[src/rtl/lab1_imul_mul_share_arb_pkg.sv]
// ============================================================================
// Module   : lab1_imul_arb_pkg
// Brief    : Shared types and widths for the two-port multiplier arbiter.
// Revision : 1.0 - initial release
// ============================================================================
`default_nettype none

package lab1_imul_arb_pkg;

  localparam int unsigned c_req_msg_w  = 64;
  localparam int unsigned c_resp_msg_w = 32;

  typedef enum logic [1:0] {
    STATE_IDLE  = 2'd0,
    STATE_ISSUE = 2'd1,
    STATE_WAIT  = 2'd2,
    STATE_RESP  = 2'd3
  } arb_state_t;

  typedef logic [0:0] req_id_t;

endpackage

`default_nettype wire

[src/rtl/lab1_imul_mul_share_arb_if.sv]
// ============================================================================
// Module   : lab1_imul_mul_share_arb_if
// Brief    : val/rdy request + response channel pair (64-bit req, 32-bit resp).
// Revision : 1.0 - initial release
// ============================================================================
`default_nettype none

interface lab1_imul_mul_share_arb_if;
  import lab1_imul_arb_pkg::*;

  logic                    req_val;
  logic                    req_rdy;
  logic [c_req_msg_w-1:0]  req_msg;
  logic                    resp_val;
  logic                    resp_rdy;
  logic [c_resp_msg_w-1:0] resp_msg;

  // master issues requests and consumes responses
  modport master (
    output req_val, req_msg, resp_rdy,
    input  req_rdy, resp_val, resp_msg
  );

  modport slave (
    input  req_val, req_msg, resp_rdy,
    output req_rdy, resp_val, resp_msg
  );

endinterface

`default_nettype wire

[src/rtl/lab1_imul_mul_share_arb_rrarb.sv]
// ============================================================================
// Module   : lab1_imul_RoundRobinArb2
// Brief    : Combinational 2-way grant; tie goes to the port that was not last.
//            Holding i_last at 1 turns it into a port-0-first priority encoder.
// Revision : 1.0 - initial release
// ============================================================================
`default_nettype none

module lab1_imul_RoundRobinArb2
  import lab1_imul_arb_pkg::*;
(
  input  logic [1:0] i_val,
  input  req_id_t    i_last,
  output logic       o_gnt_val,
  output req_id_t    o_gnt_id
);

  always_comb begin
    o_gnt_val = i_val[0] | i_val[1];
    o_gnt_id  = 1'b0;
    if (i_val == 2'b11) begin
      o_gnt_id = ~i_last;
    end else if (i_val[1]) begin
      o_gnt_id = 1'b1;
    end
  end

endmodule

`default_nettype wire

[src/rtl/lab1_imul_mul_share_arb.sv]
// ============================================================================
// Module   : lab1_imul_mul_share_arb
// Brief    : Time-shares one val/rdy multiplier between two requesters, one
//            transaction in flight, product routed back to the issuer.
// Config   : LAB1_IMUL_ARB_RR_EN defined -> round-robin, else fixed priority.
// Revision : 1.0 - initial release
// ============================================================================
`default_nettype none

module lab1_imul_mul_share_arb
  import lab1_imul_arb_pkg::*;
#(
  parameter int P_NREQS = 2
) (
  input  logic                      clk,
  input  logic                      reset,
  lab1_imul_mul_share_arb_if.slave  in0,
  lab1_imul_mul_share_arb_if.slave  in1,
  lab1_imul_mul_share_arb_if.master mul
);

  arb_state_t              r_state;
  arb_state_t              w_state_nxt;
  logic [c_req_msg_w-1:0]  r_req;
  logic [c_resp_msg_w-1:0] r_resp;
  req_id_t                 r_owner;
  req_id_t                 w_last;
  req_id_t                 w_gnt_id;
  logic [P_NREQS-1:0]      w_req_vals;
  logic                    w_gnt_val;
  logic                    w_req_hs;
  logic                    w_owner_resp_rdy;
  logic                    w_in0_req_rdy;
  logic                    w_in1_req_rdy;
  logic                    w_in0_resp_val;
  logic                    w_in1_resp_val;
  logic                    w_mul_req_val;
  logic                    w_mul_resp_rdy;

  assign w_req_vals = {in1.req_val, in0.req_val};

  lab1_imul_RoundRobinArb2 u_arb (
    .i_val     (w_req_vals),
    .i_last    (w_last),
    .o_gnt_val (w_gnt_val),
    .o_gnt_id  (w_gnt_id)
  );

  // The grant is combinational, so a granted port handshakes in the same cycle.
  assign w_req_hs         = (r_state == STATE_IDLE) && w_gnt_val && !reset;
  assign w_owner_resp_rdy = (r_owner == 1'b1) ? in1.resp_rdy : in0.resp_rdy;

`ifdef LAB1_IMUL_ARB_RR_EN
  req_id_t r_last;

  always_ff @(posedge clk) begin
    if (reset) begin
      r_last <= 1'b1;
    end else if (w_req_hs) begin
      r_last <= w_gnt_id;
    end
  end

  assign w_last = r_last;
`else
  assign w_last = 1'b1;
`endif

  always_ff @(posedge clk) begin
    if (reset) begin
      r_state <= STATE_IDLE;
    end else begin
      r_state <= w_state_nxt;
    end
  end

  always_ff @(posedge clk) begin
    if (reset) begin
      r_req   <= '0;
      r_owner <= '0;
    end else if (w_req_hs) begin
      r_req   <= (w_gnt_id == 1'b1) ? in1.req_msg : in0.req_msg;
      r_owner <= w_gnt_id;
    end
  end

  always_ff @(posedge clk) begin
    if (reset) begin
      r_resp <= '0;
    end else if (w_mul_resp_rdy && mul.resp_val) begin
      r_resp <= mul.resp_msg;
    end
  end

  always_comb begin
    w_state_nxt = r_state;
    case (r_state)
      STATE_IDLE:  if (w_gnt_val)        w_state_nxt = STATE_ISSUE;
      STATE_ISSUE: if (mul.req_rdy)      w_state_nxt = STATE_WAIT;
      STATE_WAIT:  if (mul.resp_val)     w_state_nxt = STATE_RESP;
      STATE_RESP:  if (w_owner_resp_rdy) w_state_nxt = STATE_IDLE;
      default:                           w_state_nxt = STATE_IDLE;
    endcase
  end

  always_comb begin
    w_in0_req_rdy  = 1'b0;
    w_in1_req_rdy  = 1'b0;
    w_in0_resp_val = 1'b0;
    w_in1_resp_val = 1'b0;
    w_mul_req_val  = 1'b0;
    w_mul_resp_rdy = 1'b0;
    case (r_state)
      STATE_IDLE: begin
        w_in0_req_rdy = w_gnt_val && (w_gnt_id == 1'b0) && !reset;
        w_in1_req_rdy = w_gnt_val && (w_gnt_id == 1'b1) && !reset;
      end
      STATE_ISSUE: w_mul_req_val  = 1'b1;
      STATE_WAIT:  w_mul_resp_rdy = 1'b1;
      STATE_RESP: begin
        w_in0_resp_val = (r_owner == 1'b0);
        w_in1_resp_val = (r_owner == 1'b1);
      end
      default: ;
    endcase
  end

  assign in0.req_rdy  = w_in0_req_rdy;
  assign in1.req_rdy  = w_in1_req_rdy;
  assign in0.resp_val = w_in0_resp_val;
  assign in1.resp_val = w_in1_resp_val;
  assign in0.resp_msg = r_resp;
  assign in1.resp_msg = r_resp;
  assign mul.req_val  = w_mul_req_val;
  assign mul.req_msg  = r_req;
  assign mul.resp_rdy = w_mul_resp_rdy;

endmodule

`default_nettype wire

[src/flat_wrapper.sv]
// flat-port wrapper written by rule: the top's interface ports become plain ports
module lab1_imul_mul_share_arb_flat import lab1_imul_arb_pkg::*;
#(
  parameter int P_NREQS = 2
)
  (clk, reset, in0_req_val, in0_req_msg, in0_resp_rdy, in0_req_rdy, in0_resp_val, in0_resp_msg, in1_req_val, in1_req_msg, in1_resp_rdy, in1_req_rdy, in1_resp_val, in1_resp_msg, mul_req_val, mul_req_msg, mul_resp_rdy, mul_req_rdy, mul_resp_val, mul_resp_msg);
  lab1_imul_mul_share_arb_if in0_i ();
  lab1_imul_mul_share_arb_if in1_i ();
  lab1_imul_mul_share_arb_if mul_i ();
  input  logic clk;
  input  logic reset;
  input wire logic [$bits(in0_i.req_val)-1:0] in0_req_val;
  input wire logic [$bits(in0_i.req_msg)-1:0] in0_req_msg;
  input wire logic [$bits(in0_i.resp_rdy)-1:0] in0_resp_rdy;
  output wire logic [$bits(in0_i.req_rdy)-1:0] in0_req_rdy;
  output wire logic [$bits(in0_i.resp_val)-1:0] in0_resp_val;
  output wire logic [$bits(in0_i.resp_msg)-1:0] in0_resp_msg;
  input wire logic [$bits(in1_i.req_val)-1:0] in1_req_val;
  input wire logic [$bits(in1_i.req_msg)-1:0] in1_req_msg;
  input wire logic [$bits(in1_i.resp_rdy)-1:0] in1_resp_rdy;
  output wire logic [$bits(in1_i.req_rdy)-1:0] in1_req_rdy;
  output wire logic [$bits(in1_i.resp_val)-1:0] in1_resp_val;
  output wire logic [$bits(in1_i.resp_msg)-1:0] in1_resp_msg;
  output wire logic [$bits(mul_i.req_val)-1:0] mul_req_val;
  output wire logic [$bits(mul_i.req_msg)-1:0] mul_req_msg;
  output wire logic [$bits(mul_i.resp_rdy)-1:0] mul_resp_rdy;
  input wire logic [$bits(mul_i.req_rdy)-1:0] mul_req_rdy;
  input wire logic [$bits(mul_i.resp_val)-1:0] mul_resp_val;
  input wire logic [$bits(mul_i.resp_msg)-1:0] mul_resp_msg;
  assign in0_i.req_val = in0_req_val;
  assign in0_i.req_msg = in0_req_msg;
  assign in0_i.resp_rdy = in0_resp_rdy;
  assign in0_req_rdy = in0_i.req_rdy;
  assign in0_resp_val = in0_i.resp_val;
  assign in0_resp_msg = in0_i.resp_msg;
  assign in1_i.req_val = in1_req_val;
  assign in1_i.req_msg = in1_req_msg;
  assign in1_i.resp_rdy = in1_resp_rdy;
  assign in1_req_rdy = in1_i.req_rdy;
  assign in1_resp_val = in1_i.resp_val;
  assign in1_resp_msg = in1_i.resp_msg;
  assign mul_req_val = mul_i.req_val;
  assign mul_req_msg = mul_i.req_msg;
  assign mul_resp_rdy = mul_i.resp_rdy;
  assign mul_i.req_rdy = mul_req_rdy;
  assign mul_i.resp_val = mul_resp_val;
  assign mul_i.resp_msg = mul_resp_msg;
  lab1_imul_mul_share_arb #(.P_NREQS(P_NREQS)) u_core (.clk(clk), .reset(reset), .in0(in0_i), .in1(in1_i), .mul(mul_i));
endmodule
[config.mk]
export PLATFORM = sky130hd
export DESIGN_NAME = lab1_imul_mul_share_arb_flat
export DESIGN_NICKNAME = d
export VERILOG_FILES = /design/src/rtl/lab1_imul_mul_share_arb_pkg.sv /design/src/rtl/lab1_imul_mul_share_arb_if.sv /design/src/rtl/lab1_imul_mul_share_arb_rrarb.sv /design/src/rtl/lab1_imul_mul_share_arb.sv /design/src/flat_wrapper.sv
export SDC_FILE = /design/constraint.sdc
export NUM_CORES = 1
export LEC_CHECK = 0
export CORE_MARGIN = 2
export CORE_UTILIZATION = 37
export DETAILED_ROUTE_END_ITERATION = 8
export PLACE_DENSITY = 0.8
export SLEW_MARGIN = 20
export SYNTH_ARGS = -nofsm -noshare
export SYNTH_HDL_FRONTEND = slang
export SYNTH_SLANG_ARGS = --single-unit
[constraint.sdc]
create_clock -name clk -period 2 [get_ports clk]
set_input_delay 0.3 -clock clk [delete_from_list [all_inputs] [get_ports clk]]
set_output_delay 0.3 -clock clk [all_outputs]
set_load 0.005 [all_outputs]
# Word-level counts from Yosys, hierarchy flattened
# Cells that the tools add are included.
dict set report word_totals {
  input_bits 168
  elab_cells 40
  regBits 99
}
dict set report op_classes {
  reduce_logical 10
  n_eq_ne 8
  n_bitwise 3
  mux 15
}
# operator count
set op_table {}
lappend op_table {{64-bit 2-to-1 mux} 1}
lappend op_table {{1-bit 2-to-1 mux} 9}
lappend op_table {{2-bit 2-to-1 mux} 4}
lappend op_table {{2-bit case mux with 4 select lines} 1}
lappend op_table {{1-bit logical AND} 7}
lappend op_table {{2-bit equality test (second input constant)} 3}
lappend op_table {{2-bit by 1-bit != test with 1-bit output (second input constant)} 2}
lappend op_table {{2-bit != test (second input constant)} 2}
lappend op_table {{4-bit AND reduction} 1}
lappend op_table {{2-bit by 1-bit equality test with 1-bit output (second input constant)} 1}
lappend op_table {{2-bit logical NOT} 1}
lappend op_table {{1-bit inverter} 2}
lappend op_table {{1-bit logical NOT} 1}
lappend op_table {{1-bit bitwise OR} 1}

# Logic depth before layout (Yosys ltp)
dict set report logic_depth {
  word_depth 6
  depth_mapped 7
}

# Cells and area by module
# From an unflattened synthesis, not the netlist that was laid out.
dict set report unflattened {
  hier_cells 490
  area_unflattened_um2 4428.0
}
# mod n_inst cells_per_inst area_per_inst_um2 seq_area_each_um2
set by_module_without_submodules {}
lappend by_module_without_submodules {lab1_imul_mul_share_arb 1 488 4414.2 1981.9}
lappend by_module_without_submodules {lab1_imul_RoundRobinArb2 1 2 13.8 0.0}

# Worst setup path after synthesis
# No wires, ideal clock.
dict set report synth_path {
  path_kind {register to register}
  startpoint {reg u_core.r_state[0]}
  endpoint {reg u_core.r_state[0]}
  slack_ps 553
  period_less_slack_ps 1447
  n_path_buf 0
  required_ps 1928
  stages_incl_launch_ff 6
  setup_ps 72
  arrival_ps 1375
  cell_sequence {dfxtp_1 -> inv_1 -> ha_1 -> nor2b_1 -> a2111oi_4 -> mux2i_1}
}
dict set report synth_between {
  elab_chain_len 3
  word_cells_on_any_way 10
}
# element line
set synth_rtl {}
lappend synth_rtl {{start, declared} lab1_imul_mul_share_arb.sv:22} ;# arb_state_t r_state;
lappend synth_rtl {{start signal, assigned} lab1_imul_mul_share_arb.sv:73} ;# r_state <= w_state_nxt;
lappend synth_rtl {{2-bit equality test, or another cell as far along} lab1_imul_mul_share_arb.sv:97} ;# case (r_state)
lappend synth_rtl {{2-bit by 1-bit != test with 1-bit output (no source line) / 2-bit != test (equally long branches)} --}
lappend synth_rtl {{4-bit AND reduction (no source line)} --}
# Parallel ways exist; a longest one is shown, timed or not.
# A chain may end at the register's enable or synchronous reset.

# Worst setup path in the final report
dict set report layout_path {
  startpoint {reg u_core.r_state[1]}
  endpoint {out in0_req_rdy}
}
dict set report layout_between {
  elab_chain_len 2
}
# element line
set layout_rtl {}
lappend layout_rtl {{2-bit logical NOT} lab1_imul_mul_share_arb.sv:113} ;# case (r_state)
lappend layout_rtl {{1-bit 2-to-1 mux} lab1_imul_mul_share_arb.sv:113}
lappend layout_rtl {{end, declared} flat_wrapper.sv:15} ;# output wire logic [$bits(in0_i.req_rdy)-1:0] in0_req_rdy;
# No other way between the ends.

==> flow_summary.ini <==
[outcome]
status = finished clean

[timing]
finalCritPeriodShare_pct = 95.7
fin_crit_ns = 1.91
finalSetupViolations = 0
hold_viol = 0
tightest_slew_ns = 0.442
fmaxAchievable_ghz = 0.523
maxSlewViolCount = 0
rsz0062_at_grt = false
setup_tns_ns = 0
slew_headroom_pct = 70.4
hold_slack_ns = 0.469
clock_skew_ns = 0.00552

[setup_path]
reg2reg_slack_ns = 0.44
critPathLaunchType = flop
path_cells = inv_2 > ha_4 > and3b_1 > clkdlybuf4s50_1
cp_num_buf_inv = 2
endpoint_kind = output port
required_ns = 1.70
max_stage_delay_ns = 0.51
critical_path.max_fanout = 7
critical_path_class = reg2out
critical_path_arrival_ns = 1.61
critPathTopFamily = buffers and inverters
slowest_stage = clkdlybuf4s50_1

[yosys]
ys_seq_area_share_pct = 40.6
ys_top_cells_by_count = mux2i_1, dfxtp_1, nand2b_1
synth_cell_type_count = 23
ys.flop_type = dfxtp_1
yosysMostFrequentCell = mux2i_1
ys_top_cells_by_area = dfxtp_1, mux2i_1, nand2b_1
synth_top_area_share_pct = 40.6
syn-instance-count = 479
ys_ff_latch = 99
syn-num-nets = 651
yosys_warnings = 0
synth_area_leader_cell = dfxtp_1
syn_area_um2 = 4880
syn-mean-instance-area_um2 = 10.2
async_flop_share_pct = 0
synth_edf_count = 0

[layout]
syn2layout_area_growth_pct = 64.2
fin_nets = 916
drive_gt1_share_pct = 5.35
diodes = 0

[min_path]
min_path_type = reg2reg

[flow_run]
maxCapViolCount = 0

[route]
first_pass_iters = 4
wire_per_inst_um = 15.6
drt-vias-per-instance = 4.68
wl_um = 14300
vias = 4303
drc = 0
drt_iter0_drc = 184
antenna_left = 0

[global_routing]
grt_max_degree = 39
grt_pass1_vias = 4566
grt_usage_pct = 19.9
grt-ovfl-total = 0
antenna_found_initial = 0
grt_pass1_wl_um = 22500

[power]
p_leak_nw = 2.96
irDropWorstVdd_mv = 0.388
p_per_area_nw_per_um2 = 871

[cts]
cts_tree = done
cts_root_buffer = clkbuf_16
insertion_delay_ns = 0.33
cts_made_buffers = 9
path_clk_slew_ns = 0.06
clock-sinks = 99
cts_buffer_depth = 2
hold_buffers = 0
post_cts_buffers = 0
htreeDepth = 3

[place]
port_buffers = 301
dp_hpwl_um = 11300
place_congestion = 0.853

[floorplan]
io_pins = 302
fp.dieW_um = 119
die_height_um = 119
fp-row-count = 41
core_um2 = 12800
dieArea_um2 = 14100
initial_utilization_pct = 38.2
-- report_power, final --
group / internal [mW] / switching [mW] / leakage (nW)
logic: 1.67 / 0.913 / 2.01
clock network: 0.991 / 0.693 / 0.135
registers: 2.44 / 0.288 / 0.814
total: 5.09 / 1.89 / 2.96
-- worst min-delay path: cells and delay by family, from the launching register on --
| kind | cells | cell delay, ns |
|---|---|---|
| DFF | 1 | 0.31 |
| muxes | 1 | 0.05 |
| and+or+nand+nor | 1 | 0.06 |
-- final cells by class --
type / instances / area, µm²
clock inverters: 2 / 37.5
repair buffers: 318 / 3180
clock buffers: 12 / 246
flip-flops and latches: 99 / 1980
inverters: 2 / 7.51
well taps: 172 / 215
fillers: 1014 / 4760
multi-input cells: 314 / 2340
-- logic make-up after synthesis --
kind of cell	after synthesis	synth area share [%]
flip-flops	99	40.6
adder cells (fa/ha/maj)	4	1.03
AND/OR/NAND/NOR	143	15.4
buffers and inverters	66	11.9
multiplexers	131	26.9
AO/OA/AOI/OAI	36	4.25
-- registers in the layout (all words and copies together) (netlist names) --
signal               count
u_core.in0.resp_msg     32
u_core.mul.req_msg      64
u_core.r_owner           1
u_core.r_state           2
-- worst paths after layout --
| path | from | to | depth (start not counted) |
|---|---|---|---|
| min reg2reg | u_core.mul.req_msg[50] | u_core.mul.req_msg[50] | 2 |
| min | u_core.mul.req_msg[50] | u_core.mul.req_msg[50] | 2 |
| max | u_core.r_state[1] | in0_req_rdy | 4 |
| max reg2reg | u_core.r_state[0] | u_core.r_state[1] | 5 |
-- placed cells by master (no fill, tap or decap) --
master,synthesis,layout
a21oi_1,33,33
buf_4,33,13
and2_1,2,2
clkbuf_16,0,9
a211oi_1,1,1
nor2_2,1,1
ha_1,4,2
nand2_1,65,65
inv_2,0,2
ha_2,0,1
clkinvlp_4,0,1
a2111oi_4,1,1
nor2b_4,1,1
clkbuf_1,10,2
dfxtp_1,99,97
buf_12,11,4
nor3b_1,1,1
and3b_1,2,2
nand2b_1,67,67
bufinv_16,0,1
dlygate4sd2_1,0,2
o21bai_1,1,1
ha_4,0,1
mux2i_1,131,131
nor2b_1,3,3
nor3b_4,0,1
clkbuf_8,0,1
dfxtp_2,0,2
clkdlybuf4s50_1,0,298
buf_2,8,1
-- metal layers --
layer / wire length, µm / share of wire (%) / up-vias / global-route usage (%)
met1: 5300 / 37 / 1978 / 20.3
met4: 418 / 2.9 / 0 / 8.26
met5: 0 / 0 / - / 0
li1: - / - / 2100 / -
met2: 7720 / 54 / 196 / 38.5
met3: 867 / 6.1 / 29 / 4.45
-- through the flow --
| stage | setup slack, ns | util [%] | std cells | cell area [µm²] | total power [mW] |
|---|---|---|---|---|---|
| after global routing | 0.0213 | 62.8 | 919 | 8020 | 7.34 |
| final | 0.0867 | 62.8 | 919 | 8020 | 6.99 |
| after floorplan | 0.553 | - | 479 | 4880 | 3.86 |
| after detailed placement | 0.0432 | 60.4 | 905 | 7720 | 5.32 |
| after global placement | 0.0496 | 60.4 | 905 | 7720 | 5.24 |
| after CTS | 0.00746 | 62.7 | 919 | 8010 | 7.06 |
-- timing repair --
action,4_1_cts,5_1_grt
resized for setup,4,5
pin swaps,0,1
endpoints found under the setup margin,3,2
endpoints found under the hold margin,0,0
Note: power is estimated with default switching activity, not from simulation.
